$ cat config.mk
export PLATFORM = sky130hd
export DESIGN_NAME = exp7_sequenciador_leds
export DESIGN_NICKNAME = d
export VERILOG_FILES = /design/src/rtl/exp7_sequenciador_leds.sv
export SDC_FILE = /design/constraint.sdc
export NUM_CORES = 1
export LEC_CHECK = 0
export ABC_CLOCK_PERIOD_IN_PS = 2800
export CORE_MARGIN = 4
export CORE_UTILIZATION = 40
export CTS_BUF_LIST = sky130_fd_sc_hd__clkbuf_8 sky130_fd_sc_hd__clkbuf_16
export DETAILED_ROUTE_END_ITERATION = 10
export PLACE_DENSITY = 0.66
export SETUP_SLACK_MARGIN = 0.05
export SLEW_MARGIN = 30
export SYNTH_ARGS = -nofsm -noshare
export SYNTH_HDL_FRONTEND = slang
export SYNTH_SLANG_ARGS = --single-unit
export TNS_END_PERCENT = 100
$ cat constraint.sdc
create_clock -name clock -period 2.8 [get_ports clock]
set_clock_uncertainty 0.2 [all_clocks]
set_input_delay 0.42 -clock clock [delete_from_list [all_inputs] [get_ports clock]]
set_output_delay 0.42 -clock clock [all_outputs]
set_load 0.02 [all_outputs]
$ cat src/rtl/exp7_sequenciador_leds.sv
// LED sequence playback controller: walks RAM addresses 0..limite, showing each value then a gap.
// Optional final all-on blink guarded by SEQ_PISCA_FINAL_EN.
module exp7_sequenciador_leds #(
    parameter int unsigned T_ON  = 50,
    parameter int unsigned T_OFF = 25
) (
    input  logic       clock,
    input  logic       reset,
    input  logic       iniciar,
    input  logic       cancelar,
    input  logic [3:0] limite,
    input  logic [3:0] dado,
    output logic [3:0] endereco,
    output logic [3:0] leds,
    output logic       ocupado,
    output logic       fim,
    output logic [3:0] db_estado
);

    localparam int unsigned TMax = (T_ON > T_OFF) ? T_ON : T_OFF;
    localparam int unsigned TW   = $clog2(TMax + 1);
    localparam logic [TW-1:0] TOnLast  = TW'(T_ON - 1);
    localparam logic [TW-1:0] TOffLast = TW'(T_OFF - 1);

    typedef enum logic [3:0] {
        StOcioso  = 4'h0,
        StCarrega = 4'h1,
        StAcende  = 4'h2,
        StApaga   = 4'h3,
`ifdef SEQ_PISCA_FINAL_EN
        StPisca   = 4'h4,
`endif
        StFim     = 4'hF
    } estado_t;

    estado_t         estado;
    logic [3:0]      indice;
    logic [3:0]      lim_r;
    logic [TW-1:0]   timer;

    always_ff @(posedge clock or negedge reset) begin
        if (!reset) begin
            estado <= StOcioso;
            indice <= '0;
            lim_r  <= '0;
            timer  <= '0;
        end else if (cancelar && estado != StOcioso) begin
            estado <= StOcioso;
            timer  <= '0;
        end else begin
            case (estado)
                StOcioso: begin
                    if (iniciar) begin
                        lim_r  <= limite;
                        indice <= '0;
                        estado <= StCarrega;
                    end
                end
                StCarrega: begin
                    timer  <= '0;
                    estado <= StAcende;
                end
                StAcende: begin
                    if (timer == TOnLast) begin
                        timer  <= '0;
                        estado <= StApaga;
                    end else begin
                        timer <= timer + 1'b1;
                    end
                end
                StApaga: begin
                    if (timer == TOffLast) begin
                        timer <= '0;
                        // index stops at lim_r, so it never wraps even with lim_r = 15
                        if (indice == lim_r) begin
`ifdef SEQ_PISCA_FINAL_EN
                            estado <= StPisca;
`else
                            estado <= StFim;
`endif
                        end else begin
                            indice <= indice + 1'b1;
                            estado <= StCarrega;
                        end
                    end else begin
                        timer <= timer + 1'b1;
                    end
                end
`ifdef SEQ_PISCA_FINAL_EN
                StPisca: begin
                    if (timer == TOnLast) begin
                        timer  <= '0;
                        estado <= StFim;
                    end else begin
                        timer <= timer + 1'b1;
                    end
                end
`endif
                StFim: estado <= StOcioso;
                default: begin
                    estado <= StOcioso;
                    timer  <= '0;
                end
            endcase
        end
    end

    always_comb begin
        endereco  = 4'h0;
        leds      = 4'h0;
        ocupado   = 1'b0;
        fim       = 1'b0;
        db_estado = estado;
        case (estado)
            StCarrega: begin
                endereco = indice;
                ocupado  = 1'b1;
            end
            StAcende: begin
                endereco = indice;
                leds     = dado;
                ocupado  = 1'b1;
            end
            StApaga: begin
                endereco = indice;
                ocupado  = 1'b1;
            end
`ifdef SEQ_PISCA_FINAL_EN
            StPisca: begin
                endereco = indice;
                leds     = 4'hF;
                ocupado  = 1'b1;
            end
`endif
            StFim: fim = 1'b1;
            default: ;
        endcase
    end

endmodule

==> results.ini <==
[outcome]
status=complete, no violations

[clocking]
hold_buffers=0
root_buffer=clkbuf_8
clkSinkCount=17
cts_tree=built
cts_setup_buffers=0
path_clk_slew_ps=70
cts.htree.levels=1
insertion_delay_ps=260
cts_made_buffers=3
ctsResizeCount=0
clock_path_buffers=2

[hold_path]
min_path_cells=1
hold_class=flop to flop

[finish]
nNetsFinal=165
n_antenna_cell=0
stdcell_count=179
drive_above_1_share=0.0743
area_growth_pct=25.6

[route]
drcViolationCount=0
firstDrtPassIters=4
ant_nets=0
wl_per_cell_um=14.0
dr_total_vias=1001
drt_iter0_drc=48
drt-total-wl_um=2510
viasPerCell=5.59

[synthesis]
yosys.area.top_type_share=0.367
synth_top_family_by_area=simple AND/OR/NAND/NOR gates
yosys.area_share.adder=0.0432
post-synth-top-count-cell=dfrtp_1
async_reset_ff_frac=1.00
synth_common_cells=17 x dfrtp_1, 10 x nand2_1, 8 x and2_1
syn_inst=125
yosysTopAreaCell=dfrtp_1
ys.flop_type=dfrtp_1
ys_seq_elements=17
synth.net_count=141
synthTopCellsByArea=dfrtp_1 37%, and2_1 4.3%, ha_1 4.3%
synth-xor-area-share=0.0302
synth_seq_area_share=0.367
synth.distinct_cells=46
synth_compound_area_frac=0.172
yosys.area_share.simple=0.290
syn_area_per_cell_um2=9.27
synthMuxAreaShare=0.0389
synth-edff-count=0
yosys_warnings=0
syn-cell-area_um2=1160

[sta]
setup_ws_ps=226
setup_viol=0
finalHoldViolCount=0
fin_crit_ps=2570
worst_slew_pin_slew_ps=757
holdWs_ps=329
post-route-period-util=0.919
rsz0062_at_grt=no
final.setup.tns_ps=0
max_freq_ghz=0.388
finalMaxSlewViolations=0
slew_headroom=0.494

[critical_path]
rr_worst_depth=4
path_max_fanout=13
worstSetupPathType=flop to output port
cp-end-kind=output port
start_kind=flop
cp.arrival_ps=1950
cp.required_ps=2180

[floorplanning]
start_util=0.420
num_io_pins=26
rows=19
die-area_um2=3820
die_h_um=61.8
dieWidth_um=61.8
fp.coreArea_um2=2760

[run]
drv_cap=0

[global_route]
antenna_found_initial=0
grt_overflow=0
grt_pass1_wl_um=4230
grt_start_max_net_pins=18
grt_pass1_vias=994
grtUsageTotal=0.150

[pwr]
ir_drop_v=0.000506
p_leak_nw=0.582
powerDensity_nw_per_um2=874

[placed_design]
dp.cells=175
place_hpwl_um=1900
gp_congestion=0.837
place_ws_ps=387
io_buffers=25

state kept, by name, indices dropped and copies added, names as in the netlist:
signal / count
db_estado: 3
timer: 6
indice: 4
lim_r: 4
metal layers:
layer | part of all wire | vias to the layer above | GRT usage | wire [µm]
met3 | 0.065 | 5 | 0.0248 | 162
li1 | - | 501 | - | -
met2 | 0.46 | 27 | 0.254 | 1160
met4 | 0.025 | 0 | 0.0939 | 63
met1 | 0.45 | 468 | 0.176 | 1130
met5 | 0 | - | 0 | 0
through the flow:
| stage | util | area (µm²) | power, mW |
|---|---|---|---|
| 2_1_floorplan | - | 1160 | 0.880 |
| 3_3_place_gp | 0.511 | 1410 | 1.08 |
| 3_5_place_dp | 0.511 | 1410 | 1.10 |
| 4_1_cts | 0.528 | 1460 | 1.28 |
| 5_1_grt | 0.528 | 1460 | 1.37 |
| 6_report | 0.528 | 1460 | 1.27 |
area by class of cell:
class                   instances  area [µm²]
fillers                       259        1300
multi-input cells              95         666
flip-flops and latches         17         425
repair buffers                 26         258
clock buffers                   3        41.3
well taps                      31        38.8
inverters                       6        22.5
clock inverters                 1        3.75
critical path, stage by stage (launching register included):
cell and delay (ps):
dfrtp_1 550, nor3b_1 360, and2_1 180, clkdlybuf4s50_1 610
cells by family after synthesis:
kind of cell | Yosys count
buffers and inverters | 13
XOR/XNOR | 4
multiplexers | 4
flip-flops | 17
AO/OA/AOI/OAI | 26
AND/OR/NAND/NOR | 57
adder cells (fa/ha/maj) | 4
path summary, 6_finish.rpt:
path	startpoint	end	slack [ps]
setup / recovery	db_estado[1]	leds[1]	230
hold / removal	lim_r[2]	lim_r[2]	330
setup reg to reg	db_estado[2]	indice[1]	640
hold reg to reg	lim_r[2]	lim_r[2]	330
max in group asynchronous	reset	indice[2]	1520
min in group asynchronous	reset	timer[0]	410
placed cells by master (no fill, tap or decap), types with 2 or more instances in the layout:
cell              n
nor4_1            2
o211ai_1          3
mux2_2            4
nand2_1          10
o31ai_1           2
o311ai_0          2
inv_1             7
nor2_1            6
nand2b_1          2
a2bb2oi_1         2
dfrtp_1          17
nor3b_1           2
nand4_1           3
ha_1              4
nor3_1            2
o21a_1            2
or3_1             3
xnor2_1           4
and2_1            8
o21ai_0           5
nand3b_1          2
clkbuf_8          3
nor2b_1           2
and3_1            2
nand3_1           5
clkdlybuf4s50_1  25
power breakdown:
group | switching (mW) | total [mW] | internal, mW
registers | 0.115 | 0.438 | 0.323
clock network | 0.0838 | 0.181 | 0.0975
logic | 0.336 | 0.652 | 0.316
Note: power is estimated with default switching activity, not from simulation.
